==> src/rtl/gpio_input_conditioner.sv <==
// Push-button and DIP-switch conditioner: 2-FF synchroniser, per-bit debounce counter,
// and registered level/edge outputs, all on the single i_clk domain.
module gpio_input_conditioner #(
   parameter int N_BTN           = 5,
   parameter int N_SW            = 8,
   parameter int DEBOUNCE_CYCLES = 742500,
   parameter int CNT_W           = $clog2(DEBOUNCE_CYCLES)
) (
   input  logic             i_clk,
   input  logic             i_reset,
   input  logic [N_BTN-1:0] i_push_btn,
   input  logic [N_SW-1:0]  i_DIP_sw,
   output logic [N_BTN-1:0] o_btn,
   output logic [N_BTN-1:0] o_btn_press,
   output logic [N_BTN-1:0] o_btn_release,
   output logic [N_SW-1:0]  o_sw,
   output logic             o_sw_changed
);

   localparam int N_BIT = N_BTN + N_SW;
   localparam logic [CNT_W-1:0] CNT_LAST = CNT_W'(DEBOUNCE_CYCLES - 1);

   logic [N_BIT-1:0] pad_raw;
   logic [N_BIT-1:0] sync_p0;
   logic [N_BIT-1:0] sync_p1;
   logic [N_BIT-1:0] stable_p2;
   logic [N_BIT-1:0] accept;
   logic [CNT_W-1:0] cnt_p2 [N_BIT];
   logic [N_BTN-1:0] press_p2;
   logic [N_BTN-1:0] release_p2;
   logic             sw_changed_p2;

   // Buttons occupy the low bits, switches the high bits of every per-bit vector.
   assign pad_raw = {i_DIP_sw, i_push_btn};

   // Stage p0/p1: two-flop synchroniser for the asynchronous pads.
   always_ff @(posedge i_clk) begin
      if (i_reset) begin
         sync_p0 <= '0;
         sync_p1 <= '0;
      end else begin
         sync_p0 <= pad_raw;
         sync_p1 <= sync_p0;
      end
   end

   // A bit is accepted when it has disagreed with the stable level for the full window.
   always_comb begin
      accept = '0;
      for (int i = 0; i < N_BIT; i++) begin
         accept[i] = (sync_p1[i] != stable_p2[i]) && (cnt_p2[i] == CNT_LAST);
      end
   end

   // Stage p2: debounce counters, stable levels and edge pulses update together.
   always_ff @(posedge i_clk) begin
      if (i_reset) begin
         stable_p2     <= '0;
         press_p2      <= '0;
         release_p2    <= '0;
         sw_changed_p2 <= 1'b0;
         for (int i = 0; i < N_BIT; i++) begin
            cnt_p2[i] <= '0;
         end
      end else begin
         stable_p2     <= stable_p2 ^ accept;
         press_p2      <= accept[N_BTN-1:0] & sync_p1[N_BTN-1:0];
         release_p2    <= accept[N_BTN-1:0] & ~sync_p1[N_BTN-1:0];
         sw_changed_p2 <= |accept[N_BIT-1:N_BTN];
         for (int i = 0; i < N_BIT; i++) begin
            if ((sync_p1[i] == stable_p2[i]) || accept[i]) begin
               cnt_p2[i] <= '0;
            end else begin
               cnt_p2[i] <= cnt_p2[i] + CNT_W'(1);
            end
         end
      end
   end

   assign o_btn         = stable_p2[N_BTN-1:0];
   assign o_sw          = stable_p2[N_BIT-1:N_BTN];
   assign o_btn_press   = press_p2;
   assign o_btn_release = release_p2;
   assign o_sw_changed  = sw_changed_p2;

endmodule

==> config.mk <==
export PLATFORM = sky130hd
export DESIGN_NAME = gpio_input_conditioner
export DESIGN_NICKNAME = d
export VERILOG_FILES = /design/src/rtl/gpio_input_conditioner.sv
export SDC_FILE = /design/constraint.sdc
export NUM_CORES = 1
export LEC_CHECK = 0
export ABC_AREA = 1
export BUFFER_PORTS_ARGS = -buffer_cell sky130_fd_sc_hd__buf_2
export CAP_MARGIN = 30
export CELL_PAD_IN_SITES_DETAIL_PLACEMENT = 0
export CELL_PAD_IN_SITES_GLOBAL_PLACEMENT = 1
export CORE_ASPECT_RATIO = 0.75
export CORE_UTILIZATION = 54
export CTS_BUF_LIST = sky130_fd_sc_hd__clkbuf_8
export CTS_CLUSTER_SIZE = 20
export DETAILED_ROUTE_END_ITERATION = 7
export PLACE_DENSITY_LB_ADDON = 0.1
export SYNTH_ARGS = -nofsm -noshare
export SYNTH_HDL_FRONTEND = slang
export SYNTH_SLANG_ARGS = --single-unit
export TNS_END_PERCENT = 30
==> constraint.sdc <==
create_clock -name i_clk -period 4.7 [get_ports i_clk]
set_input_delay 0.235 -clock i_clk [delete_from_list [all_inputs] [get_ports i_clk]]
set_output_delay 0.235 -clock i_clk [all_outputs]
set_load 0.01 [all_outputs]
# [Word-level counts from Yosys, hierarchy flattened]
# Memories as Yosys holds them, arrays and structs flattened.
# Index checks and enable logic that the tools add are counted.
[word_totals] register_bits=50 mem_bits_rw=260 inputBits=15 output_inout_bits=24 word_cells=222 memories=1
[classes] addsub=13 n_eq_ne=39 mux=106 bitwise=30 reduce_logical=27
[mem_list] memory="cnt_p2" words=13 width=20 read_ports=13 rd_ports_with_merged_regs=0 write_ports=13 line="28" text="logic [CNT_W-1:0] cnt_p2 [N_BIT];"
[op_table] operator="$mux 20" count=26
[op_table] operator="$add 20x1->20 const B" count=13
[op_table] operator="$eq 20x20->1 const B" count=13
[op_table] operator="$mux 1" count=80
[op_table] operator="$or 1x1->1" count=26
[op_table] operator="$eq 1x1->1" count=13
[op_table] operator="$logic_and 1x1->1" count=13
[op_table] operator="$logic_or 1x1->1" count=13
[op_table] operator="$ne 1x1->1" count=13
[op_table] operator="$xor 13x13->13" count=1
[op_table] operator="$and 5x5->5" count=2
[op_table] operator="$reduce_or 8->1" count=1
[op_table] operator="$not 5->5" count=1

# [Longest topological paths before layout]
# Gate-level depths: netlist (run 1).
[logic_depth] word_depth=8 ltp_mapped=11 mapped_depth_nobuf=10

# [Least setup slack after synthesis (run 1)]
# Ideal clock, no wire load.
[synth_path] path_type="register to register" from="memory cnt_p2[1][20] (netlist bit)" to="memory cnt_p2[1][31] (netlist bit), data pin" setup_time_ns=0.257 arrival_ns=1.414 t_required_ns=4.443 setup_slack_ns=3.029 stages_incl_launch_ff=10 n_path_buf=1 synth_period_minus_slack_ns=1.671 path_cell_list="edfxtp_1 ha_1 inv_1 nor2_1 nand2_1 nor2_1 nand2_1 nand3_2 buf_2 nor2_1"
[synth_rtl] item="from (decl)" line="28"

==> results of run 1 <==
==> cell families (layout without fill, tap and decap cells) <==
group,Yosys count,count (layout),synth area share (%)
AO/OA/AOI/OAI,130,130,4.15
XOR/XNOR,104,104,5.38
adder cells (fa/ha/maj),13,13,0.960
buffers and inverters,296,419,6.79
flip-flops,310,310,52.0
other,1,260,0.0221
AND/OR/NAND/NOR,1130,1130,30.7
==> cell usage in the layout (no fill, tap or decap), types with 4 or more instances in the layout <==
cell,netlist,final
nand2_1,374,374
nor2_1,350,350
inv_1,260,286
edfxtp_1,260,260
conb_1,1,260
nand3_1,120,120
nor3_1,96,96
a21oi_1,86,86
xor2_1,74,74
clkbuf_8,0,55
nand4_1,50,50
dfxtp_1,50,50
buf_2,14,38
xnor2_1,30,30
nor2_2,29,29
nor3b_1,26,26
or2_2,14,14
o21ai_0,14,14
ha_1,13,13
dlygate4sd3_1,0,13
inv_2,12,12
nor4_1,11,11
a31oi_1,11,11
nor3_2,10,10
or2_0,10,10
nand3_2,10,10
nand2_2,8,8
nor2_4,8,8
clkinv_1,0,6
nor3b_2,5,5
o21ai_1,5,5
clkinv_2,0,5
a211oi_1,4,4
==> worst min path at each step <==
stage                           start                endpoint  slack [ns]  cells past startpoint
6_report                      i_reset   sync_p0[8]$_SDFF_PP0_        0.22                      3
2_1_floorplan           i_push_btn[0]   sync_p0[0]$_SDFF_PP0_        0.34                      2
4_1_cts                       i_reset   sync_p1[2]$_SDFF_PP0_        0.18                      3
5_1_grt                       i_reset   sync_p1[3]$_SDFF_PP0_        0.22                      3
3_5_place_dp   sync_p0[10]$_SDFF_PP0_  sync_p1[10]$_SDFF_PP0_        0.40                      2
3_3_place_gp    sync_p0[3]$_SDFF_PP0_   sync_p1[3]$_SDFF_PP0_        0.39                      2
==> flip-flops by register name, summed over array words and instances, names as in the netlist, named ones only <==
register,cells
cnt_p2,260
sync_p0,13
sync_p1,13
o_btn_press,5
o_btn_release,5
o_sw_changed,1
==> what timing repair did <==
| action | CTS | global route |
|---|---|---|
| hold buffers | 13 | 0 |
| buffers inserted | 0 | 0 |
| endpoints found under the hold margin | 13 | 0 |
==> where the power goes <==
part	switching, mW	internal, mW
Combinational	0.182	0.0897
Clock	1.06	1.08
Sequential	0.102	3.09
Total	1.34	4.25
==> through the flow <==
step | utilization, % | hold slack, ns
detailed placement | 60.6 | 0.398
finish | 64.1 | 0.220
global route | 64.1 | 0.218
global placement | 60.6 | 0.391
floorplan | - | 0.342
CTS | 64.1 | 0.184
==> layer usage <==
layer,vias to the layer above,wire (um),part of all wire [%]
li1,6980,-,-
met1,5950,16300,51
met2,223,13800,43
met3,37,1490,4.7
met4,0,438,1.4
met5,-,0,0
==> critical path, stage by stage (launching register included) <==
cell	delay [ns]
edfxtp_1	0.41
ha_1	0.26
nand4_1	0.14
nor2_1	0.20
nand3_1	0.12
nand3_1	0.59
o21bai_1	0.22
nor2_1	0.05
==> area by class of cell <==
type,instances,area share [%]
Clock buffer,55,3.87
Clock inverter,40,0.858
Inverter,272,5.23
Multi-Input combinational cell,1637,40.7
Sequential cell,310,45.1
Tap cell,399,2.56
Timing Repair Buffer,52,1.68
==> impl_results.md, run 1 <==
* # DRC at 4
* Synth warnings at 0
* Die X at between 200 and 250 um
* Num rows at 55
* Core area at 0.0305 mm2
* Htree depth at 2
* Area of the multi-input gates at approximately 0.0080 mm2
* Global routing usage on met1 at a little under a third
* Total wire length at approximately 32000 um
* Min Tclk post-route at between 2 and 2.5 ns
* Vias in the first global route at about 12k
* Reg2reg path depth at 7
* Die area at 0.0321 mm2
* Vias per std cell at 4.77
* Final Max Slew Viols at 0
* Synth cell types at 43
* Met2 Use GR at between 30% and 40%
* Post-synth top cells: 374 x nand2_1, 350 x nor2_1, 260 x edfxtp_1, 260 x inv_1, 120 x nand3_1
* Clock buffer depth at 3
* Top FF cell, synth: edfxtp_1
* CP Launch Point: cnt_p2[0][140]$_SDFFCE_PN0P_
* Leak at 8.16 nW
* Fmax achieved at 0.450 GHz
* Post-Synthesis Cells at 1984
* Syn Area/Cell at 8.54 um2
* # diodes at 0
* Area contributors post-synth: edfxtp_1 46%, nand2_1 8.3%, nor2_1 7.8%, dfxtp_1 5.9%, inv_1 5.8%
* Number of synthesized flops with an enable pin at between 200 and 300
* TritonRoute pass-1 iters at 8
* Leading area contributor after synthesis: edfxtp_1
* Worst Hold Class: in -> reg
* Final setup vio count at 0
* Initial Util at between 50 and 60%
* Sink Count at 310
* Most crowded layer after global routing: met2
* First-pass GRT wire length at between 50000 and 60000 um
* Register area at just under 0.009 mm2
* Crit path to: cnt_p2[0][159]$_SDFFCE_PN0P_
* Placed Cells at about 2.7k
* Total track usage at approximately a fifth
* Via count at approximately 13k
* Crit path DAT at ~2.6 ns
* Total CTS buffers at 51
* Worst Skew at 0.0234 ns
* Remaining Overflow, GRT at 0
* Final HPWL DP at approximately 23000 um
* Share of layout cells above drive strength 1 at under 10%
* Yosys reg bits at just over 300
* Worst-path maximum fanout at 20
* Routed Antenna Nets at 0
* Nets@finish at 2352
* CTS tree: built
* Initial antenna violation count at 0
* RSZ-0062 raised after global routing: false
* Setup CP Type: reg -> reg
* Most frequent cell after synthesis: nand2_1
* Violated checks: design-rule violations
* R2R Path Start: cnt_p2[0][140]$_SDFFCE_PN0P_
* CP required at 5.03 ns
* Clock transition at the registers of the reported paths at 0.06 ns
* Chip height at approximately 160 um
* Total power at roughly 5.6 mW
* Max Cap Violations at 0
* Non-filler cells, final at about 2.8k
* Async SR Flop Fraction at 0%
* Post-cts sizing count at 0
* CP Capture Type: flip-flop
* Largest net degree at the start of global routing at 41
* Max-slew headroom at 44.9%
* WL/cell at 11.6 um
* Placement Setup Slack at around 2.2 ns
* # fillers at approximately 2.7k
* I/O pins at 39
* Share of the synthesized area in the top cell type at 46.1%
* Pwr dens at between 200 and 300 mW/mm2
* Startpoint Class: flip-flop
* Port buffer count at 38
* Seq/Total Area, Yosys at around 52%
* FF-to-FF End: cnt_p2[0][159]$_SDFFCE_PN0P_
* GR Layer Usage met3 at roughly 3.6%
* Worst Setup Slack, final at 2.48 ns
* Initial DRC count at between 700 and 800
* CTS root buffer: clkbuf_8
* Cell area after layout at 0.0195 mm2
* Tcrit/Tclk final at between 40% and 50%
* Cell Area, Synth at about 0.017 mm2
* Area growth, synth to finish at 15.3%
* Placer congestion estimate at slightly below 0.9
* Status: finished with violations
* Clock Latency Late Sink at 0.58 ns
* DP Area at roughly 0.018 mm2
* Reg2Reg Setup Slack at about 2.5 ns
* Fin. Hold Viols at 0
* VDD IR max at ~200 uV
* Setup TNS Final at 0 ns
* Slew of the pin with the lowest slew margin at between 0.8 and 0.9 ns
Note: power is estimated with default switching activity, not from simulation.
==> run 2: changes to the inputs <==
--- a/config.mk
+++ b/config.mk
@@ -11,7 +11,7 @@
 export CELL_PAD_IN_SITES_DETAIL_PLACEMENT = 0
 export CELL_PAD_IN_SITES_GLOBAL_PLACEMENT = 1
 export CORE_ASPECT_RATIO = 0.75
-export CORE_UTILIZATION = 54
+export CORE_UTILIZATION = 45
 export CTS_BUF_LIST = sky130_fd_sc_hd__clkbuf_8
 export CTS_CLUSTER_SIZE = 20
 export DETAILED_ROUTE_END_ITERATION = 7
==> constraint.sdc (replaced) <==
create_clock -name i_clk -period 1.95 [get_ports i_clk]
set_input_delay 0.0975 -clock i_clk [delete_from_list [all_inputs] [get_ports i_clk]]
set_output_delay 0.0975 -clock i_clk [all_outputs]
set_load 0.01 [all_outputs]
==> run 2 against run 1 <==
  * The run now ends clean
  * Non-clock buffer count up 51
  * Sequential share of layout area shrank 1.5 points
  * Setup slack got worse by 2.3 ns
  * Flip-flop and latch count unchanged
  * Clock power grew to 2.5 times the previous value
  * Sequential power increased by 140%
  * Critical path depth is 2 higher
  * Count of clock-buffer cells in the layout increased by 4
  * Power up 150%
  * Critical path type unchanged
==> impl_results.md, run 2 (same netlist as run 1, synthesis figures left out) <==
* Clock Latency Late Sink at 0.59 ns (was 0.58 ns)
* CTS tree: built (unchanged)
* Fmax achieved at 0.554 GHz (was 0.450 GHz)
* Total power at 13.8 mW (was 5.60 mW)
* Worst-path maximum fanout at 4 (was 20)
* Share of layout cells above drive strength 1 at 11.0% (was 8.58%)
* Largest regs: cnt_p2: 260 flops, sync_p0: 13 flops, sync_p1: 13 flops (unchanged)
* Status: complete, no violations (was finished with violations)
* Worst Skew at 0.0207 ns (was 0.0234 ns)
* Setup CP Type: reg -> reg (unchanged)
* Non-filler cells, final at 2924 (was 2765)
* Remaining Overflow, GRT at 0 (unchanged)
* Htree depth at 2 (unchanged)
* Clock transition at the registers of the reported paths at 0.06 ns (about the same)
* Placed Cells at 2808 (was 2657)
* Worst Hold Path EP: sync_p0[11]$_SDFF_PP0_ (was sync_p0[8]$_SDFF_PP0_)
* Reg2reg path depth at 9 (was 7)
* Hold Path Stages at 4 (was 3)
* Hold Startpoint: i_DIP_sw[6] (was i_reset)
* Final Max Slew Viols at 0 (unchanged)
* Initial DRC count at 852 (was 708)
* Area growth, synth to finish at 19.4% (was 15.3%)
* FF-to-FF End: cnt_p2[1][92]$_SDFFCE_PP0P_ (was cnt_p2[0][159]$_SDFFCE_PN0P_)
* TritonRoute pass-1 iters at 5 (was 8)
* Die X at 226 um (was 207 um)
* Worst path max stage delay at 0.38 ns (was 0.59 ns)
* Initial Util at 45.7% (was 55.6%)
* # diodes at 0 (unchanged)
* Total track usage at 18.1% (was 20.7%)
* Final setup vio count at 0 (unchanged)
* Startpoint Class: flip-flop (unchanged)
* Setup TNS Final at 0 ns (unchanged)
* Critical Path, Cell by Cell: ha_1 > nand3_1 > nor2_4 > nand3_2 > nor2_2 > nand2_1 > xnor2_1 > inv_1 > nor2_1 (was ha_1 > nand4_1 > nor2_1 > nand3_1 > nand3_1 > o21bai_1 > nor2_1)
* R2R Path Start: cnt_p2[1][80]$_SDFFCE_PP0P_ (was cnt_p2[0][140]$_SDFFCE_PN0P_)
* I/O pins at 39 (unchanged)
* Tcrit/Tclk final at 92.5% (was 47.3%)
* Placer congestion estimate at 0.852 (was 0.866)
* Max reg flops at 260 (unchanged)
* Final HPWL DP at 24600 um (was 23300 um)
* Crit path DAT at 2.15 ns (was 2.55 ns)
* Largest net degree at the start of global routing at 39 (was 41)
* Fin util at 54.5% (was 64.1%)
* Die area at 0.0384 mm2 (was 0.0321 mm2)
* Sink Count at 310 (unchanged)
* Pwr dens at 682 mW/mm2 (was 287 mW/mm2)
* Max Cap Violations at 0 (unchanged)
* CTS root buffer: clkbuf_8 (unchanged)
* RSZ-0062 raised after global routing: false (unchanged)
* Core area at 0.0371 mm2 (was 0.0305 mm2)
* CP required at 2.30 ns (was 5.03 ns)
* Largest Register: cnt_p2 (unchanged)
* Commonest non-fill, non-tap cell in the layout: nand2_1 (unchanged)
* WL/cell at 11.5 um (was 11.6 um)
* First-pass GRT wire length at 57600 um (was 55100 um)
* Nets@finish at 2405 (was 2352)
* Leak at 8.45 nW (was 8.16 nW)
* Max-slew headroom at 62.5% (was 44.9%)
* CP Capture Type: flip-flop (unchanged)
* Initial antenna violation count at 0 (unchanged)
* Routed Antenna Nets at 0 (unchanged)
* Fin. Hold Viols at 0 (unchanged)
* # DRC at 0 (was 4)
* Reg2Reg Setup Slack at 0.15 ns (was 2.48 ns)
* Cell area after layout at 0.0202 mm2 (was 0.0195 mm2)
* Min Tclk post-route at 1.80 ns (was 2.22 ns)
* Clock buffer depth at 3 (unchanged)
* Vias in the first global route at 12.4k (was 12.3k)
* Crit path max-delay cell type: edfxtp_1 (was nand3_1)
* Chip height at 170 um (was 155 um)
* Slew of the pin with the lowest slew margin at 0.563 ns (was 0.824 ns)
* Vias per std cell at 4.52 (was 4.77)
* Total wire length at 33600 um (was 32000 um)
* Worst Hold Class: in -> reg (unchanged)
* Total CTS buffers at 53 (was 51)
* Most frequent cells in the layout: 373 x nand2_1, 348 x nor2_1, 283 x inv_1 (was 374 x nand2_1, 350 x nor2_1, 286 x inv_1)
* Port buffer count at 38 (unchanged)
* Num rows at 61 (was 55)
* DP Area at 0.0190 mm2 (was 0.0185 mm2)
* VDD IR max at 444 uV (was 199 uV)
* Via count at 13.2k (about the same)
## run 2: cell count changes in the layout (fill, tap and decap cells not counted), sizes merged
cell / delta
clkinv: +3
buf: +50
clkbuf: +4
inv: -3
dlygate4sd3: +1
clkinvlp: -1
## run 2: worst max-delay path, delay by kind of cell (launching register included)
| kind | cells | cell delay, ns |
|---|---|---|
| xor gates and xnor gates | 1 | 0.13 |
| adders and majority gates | 1 | 0.22 |
| buffers and inverters | 1 | 0.05 |
| DFF | 1 | 0.38 |
| and+or+nand+nor | 6 | 0.78 |
## run 2: worst max path at each step
stage	from	endpoint	slack, ns	cells past startpoint
after CTS	cnt_p2[1][80]$_SDFFCE_PP0P_	cnt_p2[1][98]$_SDFFCE_PP0P_	0.09	8
after floorplan	cnt_p2[1][20]$_SDFFCE_PN0P_	cnt_p2[1][31]$_SDFFCE_PN0P_	0.28	9
final	cnt_p2[1][80]$_SDFFCE_PP0P_	cnt_p2[1][92]$_SDFFCE_PP0P_	0.15	9
after global placement	cnt_p2[1][80]$_SDFFCE_PP0P_	cnt_p2[1][98]$_SDFFCE_PP0P_	0.12	8
after global routing	cnt_p2[1][21]$_SDFFCE_PN0P_	cnt_p2[1][35]$_SDFFCE_PN0P_	0.002	10
after detailed placement	cnt_p2[1][80]$_SDFFCE_PP0P_	cnt_p2[1][98]$_SDFFCE_PP0P_	0.08	8
## run 2: what timing repair did
action                                 CTS  global route
setup endpoints to repair                0            60
gates resized for setup                  0            15
endpoints found under the hold margin   17             0
setup buffers                            0             4
hold buffers                            14             0
## run 2: report_power, final
| part | switching [mW] | internal [mW] | total (mW) | leakage, nW |
|---|---|---|---|---|
| Clock | 2.64 | 2.76 | 5.40 | 0.583 |
| Sequential | 0.233 | 7.44 | 7.67 | 3.09 |
| Combinational | 0.468 | 0.260 | 0.727 | 4.78 |
## run 2: cell type report
type / count / area (um2)
Tap cell: 504 / 631
Multi-Input combinational cell: 1637 / 8030
Clock inverter: 39 / 161
Clock buffer: 59 / 812
Inverter: 272 / 1020
Sequential cell: 310 / 8810
Fill cell: 3592 / 16900
Timing Repair Buffer: 103 / 763
## run 2: through the flow
stage                     setup WS, ns  hold slack, ns
after CTS                       0.0861           0.186
after detailed placement        0.0762           0.305
after global placement           0.120           0.296
after floorplan                  0.279           0.204
final                            0.146           0.243
after global routing           0.00159           0.221
## run 2: routing by layer
metal	track usage, %	share of wire (%)	vias to the layer above
met5	0	0	-
met4	4.96	1.8	0
met3	3.33	3.5	51
met2	27.0	42	159
met1	26.6	53	5923
li1	-	-	7098
==> run 3: changes to the inputs <==
==> constraint.sdc (replaced) <==
create_clock -name i_clk -period 1.95 [get_ports i_clk]
set_input_delay 0 -clock i_clk [delete_from_list [all_inputs] [get_ports i_clk]]
set_output_delay 0 -clock i_clk [all_outputs]
set_load 0.01 [all_outputs]
==> run 3 against run 2 <==
  * Sequential power barely moved
  * Sequential share of layout area fell by 0.61 points
  * Register-to-register slack got worse by 0.06 ns
  * Clock skew shrank 0.0064 ns
==> impl_results.md, run 3 (same netlist as run 1, synthesis figures left out) <==
* Vias per std cell at 4.55 (was 4.52)
* First-pass GRT wire length at 57300 um (was 57600 um)
* Area growth, synth to finish at 21.1% (was 19.4%)
* Clock network fraction of design power at 43.0% (was 39.1%)
* Max reg flops at 260 (unchanged)
* Die X at 226 um (unchanged)
* CP bufs+invs at 0 (was 1)
* Initial DRC count at 880 (was 852)
* R2R Path Start: cnt_p2[1][80]$_SDFFCE_PP0P_ (unchanged)
* Fin. Hold Viols at 0 (unchanged)
* Setup CP Type: reg -> reg (unchanged)
* Share of layout cells above drive strength 1 at 11.7% (was 11.0%)
* Die area at 0.0384 mm2 (unchanged)
* I/O pins at 39 (unchanged)
* VDD IR max at 518 uV (was 444 uV)
* Core area at 0.0371 mm2 (unchanged)
* Worst-path maximum fanout at 4 (unchanged)
* CP Capture Type: flip-flop (unchanged)
* Power Internal at 11.3 mW (was 10.5 mW)
* Clock buffer depth at 3 (unchanged)
* Critical Path, Cell by Cell: ha_1 > nand3_1 > nor2_4 > nand3_2 > nor2_2 > nand3_1 > xor2_1 > nor2_1 (was ha_1 > nand3_1 > nor2_4 > nand3_2 > nor2_2 > nand2_1 > xnor2_1 > inv_1 > nor2_1)
* Htree depth at 2 (unchanged)
* Critical path's top delay family: simple AND/OR/NAND/NOR gates (unchanged)
* Commonest non-fill, non-tap cell in the layout: nand2_1 (unchanged)
* Initial Util at 45.7% (unchanged)
* Remaining Overflow, GRT at 0 (unchanged)
* Total track usage at 18.0% (was 18.1%)
* Fmax achieved at 0.537 GHz (was 0.554 GHz)
* # DRC at 0 (unchanged)
* Worst Setup Slack, final at 0.0885 ns (was 0.146 ns)
* Initial antenna violation count at 0 (unchanged)
* Largest net degree at the start of global routing at 40 (was 39)
* Clock transition at the registers of the reported paths at 0.06 ns (about the same)
* Sink Count at 310 (unchanged)
* Hold Startpoint: i_DIP_sw[3] (was i_DIP_sw[6])
* Hold WS at 0.191 ns (was 0.243 ns)
* Routed Antenna Nets at 0 (unchanged)
* Combinational cell fraction of total power at 5.0% (was 5.3%)
* Startpoint Class: flip-flop (unchanged)
* Tcrit/Tclk final at 95.5% (was 92.5%)
* Via count at 13.4k (was 13.2k)
* Crit path max-delay cell type: edfxtp_1 (unchanged)
* Global routing usage on met1 at 26.6% (about the same)
* CTS root buffer: clkbuf_8 (unchanged)
* Status: complete, no violations (unchanged)
* Clock Latency Late Sink at 0.60 ns (was 0.59 ns)
* Sw power at 3.48 mW (was 3.34 mW)
* Largest regs: cnt_p2: 260 flops, sync_p0: 13 flops, sync_p1: 13 flops (unchanged)
* Final Max Slew Viols at 0 (unchanged)
* Num rows at 61 (unchanged)
* Final HPWL DP at 24400 um (was 24600 um)
* Largest Register: cnt_p2 (unchanged)
* Slew of the pin with the lowest slew margin at 0.579 ns (was 0.563 ns)
* Final setup vio count at 0 (unchanged)
* CP Launch Point: cnt_p2[1][80]$_SDFFCE_PP0P_ (unchanged)
* Port buffer count at 38 (unchanged)
* Total CTS buffers at 54 (was 53)
* Max-slew headroom at 61.4% (was 62.5%)
* Sw Ratio at 23.6% (was 24.2%)
* Leak at 8.58 nW (was 8.45 nW)
* Pwr dens at 719 mW/mm2 (was 682 mW/mm2)
* Worst path max stage delay at 0.38 ns (about the same)
* Crit path DAT at 2.20 ns (was 2.15 ns)
* Seq pwr share at 52.0% (was 55.6%)
* Most frequent cells in the layout: 374 x nand2_1, 348 x nor2_1, 271 x inv_1 (was 373 x nand2_1, 348 x nor2_1, 283 x inv_1)
* GR Layer Usage met3 at 3.42% (was 3.33%)
* Nets@finish at 2416 (was 2405)
* Total wire length at 33900 um (was 33600 um)
* Min Tclk post-route at 1.86 ns (was 1.80 ns)
* Met2 Use GR at 26.8% (was 27.0%)
* CP required at 2.29 ns (was 2.30 ns)
* Worst Skew at 0.0143 ns (was 0.0207 ns)
* Placer congestion estimate at 0.855 (was 0.852)
* Worst Hold Class: in -> reg (unchanged)
* CP most frequent cell: nand3_1
* TritonRoute pass-1 iters at 5 (unchanged)
* CTS tree: built (unchanged)
* Placement Setup Slack at 0.0438 ns (was 0.0762 ns)
* Most crowded layer after global routing: met2 (unchanged)
* Chip height at 170 um (unchanged)
* Max Cap Violations at 0 (unchanged)
* Vias in the first global route at 12.3k (was 12.4k)
* WL/cell at 11.5 um (about the same)
* # diodes at 0 (unchanged)
[run 3: changes by cell type in the layout (fill, tap and decap cells not counted), moves of 4 or more]
cell           previous run  this run
clkinv_1                  8         4
clkbuf_8                 59        72
inv_1                   283       271
clkinv_2                  6        10
dlygate4sd3_1            14        25
[run 3: final cells by class]
| class | instances | area [um2] |
|---|---|---|
| clock buffers | 72 | 991 |
| clock inverters | 29 | 181 |
| fillers | 3590 | 16600 |
| inverters | 272 | 1020 |
| multi-input cells | 1637 | 8010 |
| flip-flops and latches | 310 | 8810 |
| well taps | 504 | 631 |
| repair buffers | 113 | 866 |
[run 3: final timing paths]
check                           endpoint  slack, ns  cells after the start
max          cnt_p2[1][98]$_SDFFCE_PP0P_       0.09                      8
min                sync_p0[8]$_SDFF_PP0_       0.19                      4
max reg2reg  cnt_p2[1][98]$_SDFFCE_PP0P_       0.09                      8
min reg2reg        sync_p1[9]$_SDFF_PP0_       0.40                      2
[run 3: power by group through the flow]
stage	clock network (mW)	registers (mW)	logic [mW]
after floorplan	0	7.75	0.516
after global placement	0	7.80	0.682
after detailed placement	0	7.81	0.682
after CTS	6.61	7.67	0.724
after global routing	6.89	7.71	0.862
final	6.34	7.67	0.738
[run 3: per-layer routing]
metal	wire, um	vias up	part of all wire [%]
met5	0	-	0
met1	17900	6021	53
met4	603	0	1.8
met3	1250	51	3.7
li1	-	7113	-
met2	14100	180	42
[run 3: timing repair]
item                                    4_1_cts  5_1_grt
hold buffers                                 25        0
resized for setup                             0       13
endpoints found under the setup margin        0       76
endpoints found under the hold margin        29        0
setup buffers                                 0        4
[run 3: tightest hold or removal path: cells and delay by family]
kind	cells	cell delay (ns)
buffers and inverters	3	0.70
and+or+nand+nor	1	0.04
[run 3: through the flow]
stage / power [mW] / area, um2 / std cells / util, % / setup TNS [ns]
after floorplan: 8.26 / 17900 / 2243 / - / 0
after global placement: 8.48 / 19000 / 2807 / 51.2 / 0
after detailed placement: 8.49 / 19000 / 2807 / 51.2 / 0
after CTS: 15.0 / 20400 / 2933 / 55.1 / 0
after global routing: 15.5 / 20500 / 2937 / 55.3 / -0.0220
final: 14.7 / 20500 / 2937 / 55.3 / 0
